==> src/rtl/wash_pkg.sv <==
// Shared encodings and field widths for the washer mode controller and the
// run/countdown controller that consumes its state bus.
package wash_pkg;

  localparam int STATE_W = 3;
  localparam int TIME_W  = 3;
  localparam int MSG_W   = 26;

  // Operating modes carried on the state bus; code 7 is unused.
  typedef enum logic [STATE_W-1:0] {
    ST_SHUTDOWN = 3'd0,
    ST_BEGIN    = 3'd1,
    ST_SET      = 3'd2,
    ST_RUN      = 3'd3,
    ST_ERROR    = 3'd4,
    ST_PAUSE    = 3'd5,
    ST_FINISH   = 3'd6
  } state_t;

  // Modes that drive the front-panel indicators.
  function automatic logic is_alarm_state(input state_t s);
    return (s == ST_FINISH);
  endfunction

  function automatic logic is_err_state(input state_t s);
    return (s == ST_ERROR);
  endfunction

endpackage

==> src/rtl/in_conditioner.sv <==
// Conditions one raw board input: two-flop synchronizer, debouncer and a
// single-cycle pulse on each rising edge of the debounced level.
module in_conditioner #(
  parameter int DEBOUNCE_CYCLES = 5000,
  parameter int CNT_W           = 13
) (
  input  logic clk,
  input  logic rst,
  input  logic raw,
  output logic level,
  output logic rise
);

  localparam logic [CNT_W-1:0] CNT_LOAD = CNT_W'(DEBOUNCE_CYCLES - 1);

  logic             sync1;
  logic             sync2;
  logic [CNT_W-1:0] cnt;
  logic [CNT_W-1:0] cnt_rem;

  // Two-flop synchronizer for the asynchronous raw input.
  always_ff @(posedge clk) begin
    if (rst) begin
      sync1 <= 1'b0;
      sync2 <= 1'b0;
    end else begin
      sync1 <= raw;
      sync2 <= sync1;
    end
  end

  // Remaining differing samples still needed after this one; a zero count
  // means no candidate change is in progress, so the first sample reloads.
  always_comb begin
    cnt_rem = '0;
    if (cnt == '0) cnt_rem = CNT_LOAD;
    else           cnt_rem = cnt - 1'b1;
  end

  // Down-counter debouncer: the level flips when the terminal count is hit
  // on consecutive differing samples; any agreeing sample aborts the count.
  always_ff @(posedge clk) begin
    if (rst) begin
      cnt   <= '0;
      level <= 1'b0;
      rise  <= 1'b0;
    end else begin
      rise <= 1'b0;
      if (sync2 == level) begin
        cnt <= '0;
      end else if (cnt_rem == '0) begin
        level <= sync2;
        rise  <= sync2;
        cnt   <= '0;
      end else begin
        cnt <= cnt_rem;
      end
    end
  end

endmodule

==> src/rtl/wash_state_ctrl.sv <==
// Top-level operating-mode FSM of the washing machine. Conditions the power,
// start/pause and lid inputs and drives the mode bus for the run controller.
//
// state       | meaning
// ------------+------------------------------------------------------------
// ST_SHUTDOWN | machine off, only a power press is honoured
// ST_BEGIN    | power-on countdown running in the run controller
// ST_SET      | waiting for start with the lid closed
// ST_RUN      | wash cycle in progress
// ST_ERROR    | lid opened where not allowed, waits for lid to close
// ST_PAUSE    | wash suspended by start/pause, lid may be opened
// ST_FINISH   | cycle complete, alarm on until the finish countdown ends
module wash_state_ctrl
  import wash_pkg::*;
#(
  parameter int DEBOUNCE_CYCLES = 5000,
  parameter int CNT_W           = 13
) (
  input  logic               clk,
  input  logic               rst,
  input  logic               power_btn,
  input  logic               start_btn,
  input  logic               lid_open,
  input  logic [TIME_W-1:0]  initTime,
  input  logic [TIME_W-1:0]  finishTime,
  input  logic               hadFinish,
  output logic [STATE_W-1:0] state,
  output logic               alarm,
  output logic               err_led
);

  logic   power_lvl;
  logic   power_pulse;
  logic   start_lvl;
  logic   start_pulse;
  logic   lid_db;
  logic   lid_rise_unused;

  state_t st;
  state_t st_nxt;
  state_t ret_st;
  state_t ret_nxt;

  in_conditioner #(
    .DEBOUNCE_CYCLES(DEBOUNCE_CYCLES),
    .CNT_W          (CNT_W)
  ) u_power (
    .clk  (clk),
    .rst  (rst),
    .raw  (power_btn),
    .level(power_lvl),
    .rise (power_pulse)
  );

  in_conditioner #(
    .DEBOUNCE_CYCLES(DEBOUNCE_CYCLES),
    .CNT_W          (CNT_W)
  ) u_start (
    .clk  (clk),
    .rst  (rst),
    .raw  (start_btn),
    .level(start_lvl),
    .rise (start_pulse)
  );

  // The lid is consumed as a level; its edge pulse has no user.
  in_conditioner #(
    .DEBOUNCE_CYCLES(DEBOUNCE_CYCLES),
    .CNT_W          (CNT_W)
  ) u_lid (
    .clk  (clk),
    .rst  (rst),
    .raw  (lid_open),
    .level(lid_db),
    .rise (lid_rise_unused)
  );

  // Next-mode and error-return selection; power always wins, then the
  // per-mode priorities (lid over hadFinish over start while running).
  always_comb begin
    st_nxt  = st;
    ret_nxt = ret_st;
    if (power_pulse && (st != ST_SHUTDOWN)) begin
      st_nxt = ST_SHUTDOWN;
    end else begin
      case (st)
        ST_SHUTDOWN: begin
          if (power_pulse) st_nxt = ST_BEGIN;
        end
        ST_BEGIN: begin
          if (initTime == '0) st_nxt = ST_SET;
        end
        ST_SET: begin
          if (start_pulse) begin
            if (lid_db) begin
              st_nxt  = ST_ERROR;
              ret_nxt = ST_SET;
            end else begin
              st_nxt = ST_RUN;
            end
          end
        end
        ST_RUN: begin
          if (lid_db) begin
            st_nxt  = ST_ERROR;
            ret_nxt = ST_PAUSE;
          end else if (hadFinish) begin
            st_nxt = ST_FINISH;
          end else if (start_pulse) begin
            st_nxt = ST_PAUSE;
          end
        end
        ST_PAUSE: begin
          if (start_pulse && !lid_db) st_nxt = ST_RUN;
        end
        ST_ERROR: begin
          // A start press coinciding with the lid closing is dropped here.
          if (!lid_db) st_nxt = ret_st;
        end
        ST_FINISH: begin
          if (finishTime == '0) st_nxt = ST_SHUTDOWN;
        end
        default: begin
          st_nxt = ST_SHUTDOWN;
        end
      endcase
    end
  end

  // Mode register with indicator decodes of the next mode, so the lamps
  // switch on the same edge as the mode bus.
  always_ff @(posedge clk) begin
    if (rst) begin
      st      <= ST_SHUTDOWN;
      ret_st  <= ST_SET;
      alarm   <= 1'b0;
      err_led <= 1'b0;
    end else begin
      st      <= st_nxt;
      ret_st  <= ret_nxt;
      alarm   <= is_alarm_state(st_nxt);
      err_led <= is_err_state(st_nxt);
    end
  end

  assign state = st;

endmodule

==> config.mk <==
export PLATFORM = sky130hd
export DESIGN_NAME = wash_state_ctrl
export DESIGN_NICKNAME = d
export VERILOG_FILES = /design/src/rtl/wash_pkg.sv /design/src/rtl/in_conditioner.sv /design/src/rtl/wash_state_ctrl.sv
export SDC_FILE = /design/constraint.sdc
export NUM_CORES = 1
export LEC_CHECK = 0
export ABC_AREA = 1
export CAP_MARGIN = 15
export CORE_MARGIN = 5
export CORE_UTILIZATION = 30
export CTS_CLUSTER_DIAMETER = 120
export DETAILED_ROUTE_END_ITERATION = 7
export GPL_TIMING_DRIVEN = 1
export REMOVE_ABC_BUFFERS = 1
export SLEW_MARGIN = 20
export SYNTH_ARGS = -nofsm -noshare
export SYNTH_HDL_FRONTEND = slang
export SYNTH_HIERARCHICAL = 1
export SYNTH_SLANG_ARGS = --single-unit
==> constraint.sdc <==
create_clock -name clk -period 5.3 [get_ports clk]
set_input_delay 1.06 -clock clk [delete_from_list [all_inputs] [get_ports clk]]
set_output_delay 1.06 -clock clk [all_outputs]
set_load 0.02 [all_outputs]
Yosys cells after proc, flatten, opt, wreduce, memory -nomap -nowiden --
Cells that the tools add are included.
Storage, ports and cells: word-level logic and storage cells 83, output and inout port bits 5, bits in registers 58, input bits 12
Operators by class: multiplexer cells 19, reductions and logical operators 23, add/sub/neg operators 3, equal/unequal tests 14, bitwise operators 6
Operators with widths (count):
- $logic_not A13 Y1 | 6
- $mux W3 | 14
- $mux W13 | 3
- $sub A13 B1 Y13 const B | 3
- $pmux W3 S7 | 1
- $eq A3 B3 Y1 const B | 5
- $reduce_or A3 Y1 | 5
- $logic_not A3 Y1 | 3
- $eq A3 B2 Y1 const B | 2
- $ne A2 B1 Y1 const B | 3
- $not A1 Y1 | 6
- $pmux W3 S2 | 1
- $reduce_and A2 Y1 | 3
- $reduce_and A5 Y1 | 1
- $eq A1 B1 Y1 | 3
- $eq A3 B1 Y1 const B | 1
- $reduce_bool A3 Y1 | 1
- $logic_and A1 B1 Y1 | 2
- $reduce_bool A2 Y1 | 1
- $logic_not A1 Y1 | 1

Depth between registers and ports, before layout --
word-level depth 6, gate-level depth with buffers 13, gate-level depth less buffers 12

Modules after synthesis --
The synthesis kept the hierarchy.
By module, submodules not included:
- in_conditioner | instances 3, area an instance 952.2 um2, cells an instance 149, seq. area each 340.3 um2
- wash_state_ctrl | instances 1, area an instance 631.9 um2, cells an instance 101, seq. area each 140.1 um2

Worst setup path after synthesis --
No wires, ideal clock.
kind register to register, start point reg u_lid.cnt[0], end point reg u_lid.cnt[12], data arrival time 1.629 ns, buffers on the path 2, data required time 5.183 ns, stages on the path, launching flop included 14, path slack 3.553 ns, cells stage by stage dfxtp_1 > inv_1 > ha_1 > nand2_2 > nor2_4 > nand2_2 > buf_6 > nand2_1 > nor2_1 > nor2_1 > nand3_2 > nand2_2 > buf_6 > a21oi_1
Between the ends: word-level cells in the longest chain between the ends 4, elaborated cells on any way between the ends 5, those cells by class 1 x add/sub; 1 x mux; 3 x reduce/logical
Ends and longest elaborated chain:
- from (decl) | line in_conditioner.sv:18 | logic [CNT_W-1:0] cnt;
- from (signal assigned) | line in_conditioner.sv:56 | cnt <= cnt_rem;
- $sub A13 B1 Y13 or $logic_not A13 Y1 (tied branches) | line in_conditioner.sv:37, in_conditioner.sv:36
- $mux W13 * | line in_conditioner.sv:36 | if (cnt == '0) cnt_rem = CNT_LOAD;
- $logic_not A13 Y1 | line in_conditioner.sv:51 | end else if (cnt_rem == '0) begin
- $reduce_or A3 Y1 (no line)
Mark *: on every way between the ends. The rest lies on a longest branch, timed or not. A chain may end at the register's enable or synchronous reset.

Worst setup path after layout --
start point reg st[2], in the netlist state[2], end point out state[2]
RTL lines:
- from (decl) | line wash_state_ctrl.sv:39 | state_t st;
- from (signal assigned) | line wash_state_ctrl.sv:139 | st <= st_nxt;
- to (decl) | line wash_state_ctrl.sv:27 | output logic [STATE_W-1:0] state,
No word-level cell between the ends.

==> flow_metrics.py <==
metrics = {
    "run_status": {
        "status": "finished clean",
    },
    "clock_tree": {
        "htree_levels": 3,
        "clockRootBuffer": "clkbuf_16",
        "numClockSinks": 57,
        "cts_tree": "yes",
        "cts.reportedPaths.clkPinSlew_ps": 50,
        "cts_made_buffers": 9,
        "insertion_delay_ps": 320,
        "cts-resized-gates": 0,
        "cts_hold_buf": 0,
        "post_cts_buffers": 0,
        "cts_max_path_buffers": 2,
    },
    "finish": {
        "drive_gt1_share_pct": 11.97,
        "diodes": 0,
        "areaGrowthSynthToFinish_pct": 15.42,
        "nets": 582,
        "fin_area_mm2": 0.003999,
        "layout_commonest_cell": "nand2_1",
        "mostFrequentLayoutCells": "nand2_1, nor2_1, inv_1, dfxtp_1, nand3_1",
    },
    "power_and_ir_drop": {
        "power-per-cell-area_mw_per_mm2": 303.8,
        "irDropWorstVdd_uv": 151.4,
        "p_leak_nw": 1.933,
    },
    "worst_setup_path": {
        "path_cells": "clkdlybuf4s50_1",
        "reg2reg_from": "u_power/cnt[0]",
        "cp_slowest_cell": "clkdlybuf4s50_1",
        "startpoint_type": "flip-flop",
        "cp.required_ps": 4240,
        "arrival_ps": 1760,
        "crit_fanout": 10,
        "setup.worst_path.class": "flip-flop to primary output",
        "crit_path_end_kind": "primary output",
        "worstReg2RegEnd": "u_power/cnt[5]",
        "worst_path_dominant_cell_family": "buffers and inverters",
        "slowest_delay_ps": 730,
        "worst-r2r-cell-count": 11,
        "path_buf_inv": 1,
        "ff2ff_setup_slack_ps": 3100,
    },
    "die": {
        "io-pin-count": 17,
        "dieArea_mm2": 0.01380,
        "rows": 39,
        "die_x_um": 117.5,
        "coreArea_mm2": 0.01137,
        "die_height_um": 117.5,
        "start_util_pct": 30.47,
    },
    "synth": {
        "syn_inst": 546,
        "yosysWarnings": 6,
        "netlist_area_mm2": 0.003465,
        "synth.avg_cell_area_um2": 6.345,
    },
    "detailed_routing": {
        "post_drt_wl_per_cell_um": 10.38,
        "first_iter_violations": 296,
        "vias_per_cell": 4.481,
        "drtPass1Iterations": 4,
        "drc": 0,
        "vias": 3186,
        "routed_wl_mm": 7.383,
        "ant_nets": 0,
    },
    "global_routing": {
        "grt.overflow.total": 0,
        "grtUsageTotal_pct": 11.13,
        "grt_pass1_wl_mm": 13.32,
        "grt_pass1_vias": 3103,
        "antenna_found_initial": 0,
        "busiest_layer": "met2",
        "use_met2_pct": 18.28,
        "grt_max_degree": 16,
        "met3_usage_pct": 2.499,
        "globalRouteMet1Util_pct": 14.13,
    },
    "sta": {
        "worst_pin_slew_ps": 625.9,
        "slew_violations": 0,
        "finalSetupViolations": 0,
        "fin_setup_tns_ps": 0,
        "fin_worst_skew_ps": 4.575,
        "period_needed_ps": 2820,
        "rsz0062_at_grt": "false",
        "post-route-period-util_pct": 53.22,
        "clock.fmax_ghz": 0.3546,
        "hold_violations": 0,
        "relSlewSlack_pct": 58.22,
    },
    "placement": {
        "postPlaceCellArea_mm2": 0.003702,
        "port_buffers": 16,
        "place_hpwl_mm": 5.579,
        "place_congestion": 0.7976,
    },
    "hold_path": {
        "min_path_type": "flip-flop to flip-flop",
        "whs_endpoint": "u_start/sync2",
        "hold_depth": 2,
        "min_from": "u_start/sync1",
    },
    "job": {
        "cap_violations": 0,
    },
}
-- metal layers --
metal | routed length, um | part of all wire [%]
met5 | 0 | 0
met3 | 254 | 3.4
met1 | 3682 | 50
met2 | 3339 | 45
met4 | 107 | 1.4
-- report_power, final --
| part | total [W] | switching [W] | internal, W |
|---|---|---|---|
| Sequential | 0.000447 | 0.00000779 | 0.000440 |
| Combinational | 0.000200 | 0.000135 | 0.0000654 |
| Clock | 0.000567 | 0.000183 | 0.000384 |
-- how the worst max path moves through the flow --
stage                            endpoint  startpoint  cells past startpoint  slack [ps]
final                            state[2]    state[2]                      1        2480
after global routing             state[2]    state[2]                      1        2440
after CTS                        state[2]    state[2]                      1        2470
after detailed placement  u_start/cnt[11]         rst                      5        2600
after global placement    u_start/cnt[11]         rst                      5        2670
after floorplan                  state[2]    state[2]                      0        3520
-- tightest hold or removal path: stages, from the launching register on --
cell and delay (ps):
dfxtp_1 290, inv_1 40, nor2_1 30
-- area by class of cell --
| cell class | count | area (um^2) |
|---|---|---|
| well taps | 143 | 178.9 |
| clock buffers | 12 | 256.5 |
| flip-flops and latches | 57 | 1141 |
| clock inverters | 3 | 40.04 |
| inverters | 77 | 296.5 |
| multi-input cells | 403 | 1926 |
| fillers | 1206 | 7371 |
| repair buffers | 16 | 160.2 |
-- sequential cells by signal, indices dropped and copies added, names as in the netlist, 2 cells and up --
name	count
ret_st	2
u_start/cnt	13
u_power/cnt	13
u_lid/cnt	13
state	3
-- metrics by stage --
stage,std cells,setup slack [ps],util [%],total power [W],hold slack (ps)
after floorplan,537,3517,-,0.0006085,388.3
after global placement,696,2667,32.56,0.0006516,392.8
after detailed placement,696,2598,32.56,0.0006549,393.7
after CTS,711,2468,35.17,0.001231,403.1
after global routing,711,2437,35.17,0.001282,415.0
final,711,2480,35.17,0.001215,403.7
Power figures use the tool's default switching activity.
